$ cat config.mk
export PLATFORM = sky130hd
export DESIGN_NAME = vga_capture
export DESIGN_NICKNAME = d
export VERILOG_FILES = /design/src/rtl/vga_capture.sv
export SDC_FILE = /design/constraint.sdc
export NUM_CORES = 1
export LEC_CHECK = 0
export ABC_AREA = 1
export BUFFER_PORTS_ARGS = -buffer_cell sky130_fd_sc_hd__buf_2
export CORE_MARGIN = 4
export CORE_UTILIZATION = 45
export CTS_BUF_LIST = sky130_fd_sc_hd__clkbuf_8
export DETAILED_ROUTE_END_ITERATION = 8
export GPL_TIMING_DRIVEN = 0
export HOLD_SLACK_MARGIN = 0.03
export PLACE_DENSITY = 0.72
export SLEW_MARGIN = 0
export SYNTH_ARGS = -nofsm -noshare
export SYNTH_HDL_FRONTEND = slang
export SYNTH_SLANG_ARGS = --single-unit
$ cat constraint.sdc
create_clock -name piul1Clock -period 1.7 [get_ports piul1Clock]
set_input_delay 0.085 -clock piul1Clock [delete_from_list [all_inputs] [get_ports piul1Clock]]
set_output_delay 0.085 -clock piul1Clock [all_outputs]
set_load 0.005 [all_outputs]
$ cat src/rtl/vga_capture.sv
// vga_capture: decimates a VGA pixel stream 2:1 in both axes into a 320x240 RGB444
// frame-buffer write port. Optional line/frame statistics: define VGA_CAPTURE_STATS_EN.
module vga_capture #(
    parameter int H_ACTIVE = 640,
    parameter int V_ACTIVE = 480
) (
    input  logic        piul1Clock,
    input  logic        piul1Reset_n,
    input  logic        piul1Enable,
    input  logic        piul1HSync,
    input  logic        piul1VSync,
    input  logic        piul1DataEn,
    input  logic [7:0]  piul8Red,
    input  logic [7:0]  piul8Green,
    input  logic [7:0]  piul8Blue,
    output logic        poul1WEnable,
    output logic [16:0] poul17WAddr,
    output logic [11:0] poul12WData,
    output logic        poul1FrameStart,
    output logic        poul1FrameDone,
    output logic        poul1Locked,
    output logic        poul1Overrun,
    output logic [9:0]  poul10LineLength,
    output logic [9:0]  poul10LineCount
);
    localparam logic [9:0]  H_LIM    = 10'(H_ACTIVE);
    localparam logic [9:0]  V_LIM    = 10'(V_ACTIVE);
    localparam logic [16:0] ROW_STEP = 17'd320;
    localparam logic [16:0] ADDR_LIM = 17'd76800;

    typedef enum logic [1:0] {IDLE, ARMED, ACTIVE} stateT;
    stateT state, stateNext;

    logic       enP0, hsP0, vsP0, vsPrevP0, deP0, dePrevP0;
    logic [7:0] redP0, greenP0, blueP0;
    logic       unusedBits;

    logic [9:0]  xCnt, yCnt;
    logic [16:0] rowBase, pixAddr;
    logic        lenBad;
    logic        boundary, startEv, doneEv, pixEv, eolEv, pixKeep, pixOver;

    function automatic logic [9:0] satInc(input logic [9:0] v);
        return (v == 10'h3FF) ? v : v + 10'd1;
    endfunction

    // stage p0: input registers and edge history
    always_ff @(posedge piul1Clock or negedge piul1Reset_n) begin
        if (!piul1Reset_n) begin
            enP0     <= 1'b0;
            hsP0     <= 1'b0;
            vsP0     <= 1'b0;
            vsPrevP0 <= 1'b0;
            deP0     <= 1'b0;
            dePrevP0 <= 1'b0;
            redP0    <= 8'd0;
            greenP0  <= 8'd0;
            blueP0   <= 8'd0;
        end else begin
            enP0     <= piul1Enable;
            hsP0     <= piul1HSync;
            vsP0     <= piul1VSync;
            vsPrevP0 <= vsP0;
            deP0     <= piul1DataEn;
            dePrevP0 <= deP0;
            redP0    <= piul8Red;
            greenP0  <= piul8Green;
            blueP0   <= piul8Blue;
        end
    end

    // Horizontal sync and the colour low nibbles carry nothing the buffer needs.
    assign unusedBits = ^{hsP0, redP0[3:0], greenP0[3:0], blueP0[3:0]};

    assign boundary = vsPrevP0 & ~vsP0;

    always_ff @(posedge piul1Clock or negedge piul1Reset_n) begin
        if (!piul1Reset_n) state <= IDLE;
        else               state <= stateNext;
    end

    // A boundary wins over any pixel or end-of-line seen on the same cycle.
    always_comb begin
        stateNext = state;
        startEv   = 1'b0;
        doneEv    = 1'b0;
        pixEv     = 1'b0;
        eolEv     = 1'b0;
        case (state)
            IDLE: begin
                if (boundary && enP0) stateNext = ARMED;
            end
            ARMED: begin
                if (boundary) begin
                    stateNext = enP0 ? ARMED : IDLE;
                end else if (deP0) begin
                    stateNext = ACTIVE;
                    startEv   = 1'b1;
                    pixEv     = 1'b1;
                end
            end
            ACTIVE: begin
                if (boundary) begin
                    stateNext = enP0 ? ARMED : IDLE;
                    doneEv    = 1'b1;
                end else if (deP0) begin
                    pixEv = 1'b1;
                end else if (dePrevP0) begin
                    eolEv = 1'b1;
                end
            end
            default: stateNext = IDLE;
        endcase
    end

    assign pixAddr = rowBase + {8'd0, xCnt[9:1]};
    assign pixKeep = pixEv && !xCnt[0] && !yCnt[0] && (xCnt < H_LIM) && (yCnt < V_LIM)
                     && (pixAddr < ADDR_LIM);
    assign pixOver = pixEv && ((xCnt >= H_LIM) || (yCnt >= V_LIM));

    // Row base advances only after even lines, so odd lines never need it.
    always_ff @(posedge piul1Clock or negedge piul1Reset_n) begin
        if (!piul1Reset_n) begin
            xCnt    <= 10'd0;
            yCnt    <= 10'd0;
            rowBase <= 17'd0;
            lenBad  <= 1'b0;
        end else if (boundary) begin
            xCnt    <= 10'd0;
            yCnt    <= 10'd0;
            rowBase <= 17'd0;
            lenBad  <= 1'b0;
        end else if (pixEv) begin
            xCnt <= satInc(xCnt);
        end else if (eolEv) begin
            xCnt <= 10'd0;
            yCnt <= satInc(yCnt);
            if (xCnt != H_LIM) lenBad <= 1'b1;
            if (!yCnt[0] && (yCnt < V_LIM)) rowBase <= rowBase + ROW_STEP;
        end
    end

    // stage p1: write port and status outputs
    always_ff @(posedge piul1Clock or negedge piul1Reset_n) begin
        if (!piul1Reset_n) begin
            poul1WEnable    <= 1'b0;
            poul17WAddr     <= 17'd0;
            poul12WData     <= 12'd0;
            poul1FrameStart <= 1'b0;
            poul1FrameDone  <= 1'b0;
            poul1Locked     <= 1'b0;
            poul1Overrun    <= 1'b0;
        end else begin
            poul1WEnable    <= pixKeep;
            poul1FrameStart <= startEv;
            poul1FrameDone  <= doneEv;
            if (pixKeep) begin
                poul17WAddr <= pixAddr;
                poul12WData <= {redP0[7:4], greenP0[7:4], blueP0[7:4]};
            end
            if (doneEv) poul1Locked <= (yCnt == V_LIM) && !lenBad;
            if (startEv)      poul1Overrun <= 1'b0;
            else if (pixOver) poul1Overrun <= 1'b1;
        end
    end

`ifdef VGA_CAPTURE_STATS_EN
    logic [9:0] lineLenQ, lineCntQ;

    always_ff @(posedge piul1Clock or negedge piul1Reset_n) begin
        if (!piul1Reset_n) begin
            lineLenQ <= 10'd0;
            lineCntQ <= 10'd0;
        end else begin
            if (eolEv)  lineLenQ <= xCnt;
            if (doneEv) lineCntQ <= yCnt;
        end
    end

    assign poul10LineLength = lineLenQ;
    assign poul10LineCount  = lineCntQ;
`else
    assign poul10LineLength = 10'd0;
    assign poul10LineCount  = 10'd0;
`endif

endmodule
==> metrics.cfg <==
[status]
status = complete, but fails checks
failed_checks = setup timing

[yosys]
synth_top_family_by_area = simple AND/OR/NAND/NOR gates
synth_mux_area_share_pct = 0
synth_top_cell_area_share_pct = 48.3
synth_edf_count = 0
synth_cells = 501
synth_top_flop_cell = dfrtp_1
async_reset_ff_share_pct = 100
seq_area_frac_synth_pct = 48.3
ys_warn_count = 0
ys_top_cells_by_count = 92 x nand2_1, 85 x dfrtp_1, 74 x nand3_1
synth_compound_area_share_pct = 6.48
synth_area_leaders = dfrtp_1 48%, nand3_1 8.4%, nand2_1 7.8%
netlist_area_sq_um = 4400
synthAdderAreaFrac_pct = 3.41
syn_avg_cell_area_sq_um = 8.78
ys_ff_latch = 85
synthSimpleGateAreaFrac_pct = 29.3
post-synth-top-area-cell = dfrtp_1
synth_xor_area_share_pct = 1.99
yosysUniqueCellTypes = 37
synthMostInstantiatedCell = nand2_1

[worst_setup_path]
critPathMaxStageDelay_ns = 0.45
start_kind = register
cp.required_ns = 1.98
slowest_stage = dfrtp_2
crit_chain = ha_4, nand2_2, nand2_1, nand3_1, nand3_2, nand3_2, nor2_4, nand2_4, buf_6, nand3_1, nand2_2
crit_type = register to register
worstPathMaxFanout = 10
path_buf_inv = 1
end_kind = register
cp.arrival_ns = 2.24
critPathTopFamily = simple AND/OR/NAND/NOR gates

[detailed_routing]
vias = 4080
wire_per_inst_microns = 15.4
wirelength_microns = 12000
routed_via_density = 5.24
dr.pass1.iters = 4
ant_nets = 0
drc_errors = 0
initialDrtViolationCount = 293

[place]
port_buffers = 50
dp.final_hpwl_microns = 7020
dpl_cell_area_sq_um = 4950
gp_congestion = 0.905

[sta]
tns_ns = -6.97
final-hold-violation-count = 0
drv_slew = 0
setup_viol = 35
setup_ws_ns = -0.261
fin_crit_ns = 1.96
grt_setup_unrepaired = true
slew_headroom_pct = 64.3
worst_slew_pin_slew_ns = 0.530
period_share_pct = 115
finClkSkew_ns = 0.0174
fmax_mhz = 510

[floorplan]
dieWidth_microns = 107
die_y_microns = 107
row_count = 35
fp.dieArea_sq_um = 11400
start_util_pct = 47.0
coreArea_sq_um = 9370
pin_count = 84

[grt]
grt_max_degree = 74
grt_pass1_vias = 4002
antenna_found_initial = 0
grt_first_pass_wirelength_microns = 18700
grt_use_total_pct = 20.2
grt.overflow.total = 0

[clocking]
cts_tree = yes
cts_root_buf = clkbuf_8
clk_pin_slew_worst_paths_ns = 0.11
cts.path.max_buffers = 2
cts_buffers = 9
cts_htree_levels = 3
clk-insertion-delay-late_ns = 0.38
clock-sinks = 85

[job]
drv_cap = 0

[cells_and_area]
design_area_sq_um = 6190
n_fill_cell = 727
layout.nets = 686
antenna_cells = 0
drive_above_1_share_pct = 41.4
syn2layout_area_growth_pct = 40.7

[pwr]
pwr_density_cell_nw_per_um2 = 1020
totalPowerFinal_w = 0.00629
ir_drop_mv = 0.674
leakage_nw = 3.10

[worst_hold_path]
hp-class = input pin to async pin

-- routing by layer --
metal | wire, microns | vias up | share of wire [%] | track usage (%)
li1 | - | 1915 | - | -
met1 | 5020 | 2016 | 42 | 26.0
met2 | 6140 | 130 | 51 | 34.2
met3 | 539 | 19 | 4.5 | 3.31
met4 | 268 | 0 | 2.2 | 7.49
met5 | 0 | - | 0 | 0
-- worst reg2reg max path: stages, from the launching register on --
cell     delay (ns)
dfrtp_2        0.45
ha_4           0.34
nand2_2        0.10
nand2_1        0.09
nand3_1        0.10
nand3_2        0.11
nand3_2        0.11
nor2_4         0.14
nand2_4        0.10
buf_6          0.15
nand3_1        0.11
nand2_2        0.07
-- registers in the layout (all words and copies together) (netlist names), 2 cells and up --
name and count:
blueP0 4, redP0 4, rowBase 11, state 2, poul12WData 12, poul17WAddr 17, greenP0 4, yCnt 10
xCnt 10
-- path summary, 6_finish.rpt --
| check | end | slack [ns] | startpoint | cells after the start |
|---|---|---|---|---|
| max in group asynchronous | rowBase[8] | 0.98 | piul1Reset_n | 3 |
| setup reg to reg | poul17WAddr[7] | -0.26 | xCnt[9] | 11 |
| hold reg to reg | vsPrevP0 | 0.38 | vsP0 | 0 |
| min in group piul1Clock | redP0[5] | 0.34 | piul8Red[5] | 2 |
| setup / recovery | poul17WAddr[7] | -0.26 | xCnt[9] | 11 |
| hold / removal | state[0] | 0.09 | piul1Reset_n | 2 |
-- final cells by class --
type	instances	area, sq um	share of cell area [%]
tap	129	161	2.61
buffer	37	333	5.37
clock inverter	7	68.8	1.11
inverter	51	194	3.13
multi-input combinational	348	2330	37.6
clock buffer	9	124	2.00
timing repair buffer	112	848	13.7
sequential	85	2130	34.4
-- kinds of logic (layout without fill, tap and decap cells) --
family          Yosys count  after routing
simple gates            254            255
buf+inv                  88            216
flops                    85             85
compound gates           51             51
fa+ha+maj                12             12
xor+xnor                 10             10
other cells               1             20
-- through the flow --
| stage | worst slack [ns] | util (%) | hold WS (ns) | instances |
|---|---|---|---|---|
| 2_1_floorplan | -0.0400 | - | -0.211 | 520 |
| 3_3_place_gp | -0.316 | 52.5 | 0.193 | 699 |
| 3_5_place_dp | -0.379 | 52.8 | -0.0530 | 700 |
| 4_1_cts | -0.158 | 61.1 | 0.0923 | 760 |
| 5_1_grt | -0.336 | 66.1 | 0.104 | 778 |
| 6_report | -0.261 | 66.1 | 0.0949 | 778 |
-- power breakdown --
part / leakage [nW] / internal (W) / switching [W]
clock: 0.101 / 0.000580 / 0.000873
sequential: 1.12 / 0.00234 / 0.000245
combinational: 1.88 / 0.00102 / 0.00123
-- layout by cell type, fill, tap and decap left out, types with 3 or more instances in the layout --
cell type       n
dfrtp_1        81
nand2_1        67
buf_4          59
nand3_1        58
buf_2          50
inv_1          40
nand3_2        35
nand2_2        20
conb_1         20
dlygate4sd3_1  16
a21oi_1        15
nor2_1         14
nand4_1        14
buf_6          14
nand2_4        13
nor2_4         11
o21ai_1        11
inv_2          10
o21ai_0         9
xor2_1          9
clkbuf_8        9
nor3_1          7
ha_1            7
ha_4            4
dfrtp_2         4
nor3_2          3
buf_12          3
o21ai_2         3
inv_6           3
inv_8           3
-- what timing repair did --
item,in CTS,in global routing
hold buffers,16,0
endpoints found under the hold margin,100,0
gates resized for setup,67,87
pin swaps,16,30
buffers inserted,27,14
gates cloned,1,4
endpoints found under the setup margin,61,61
Power figures use the tool's default switching activity.
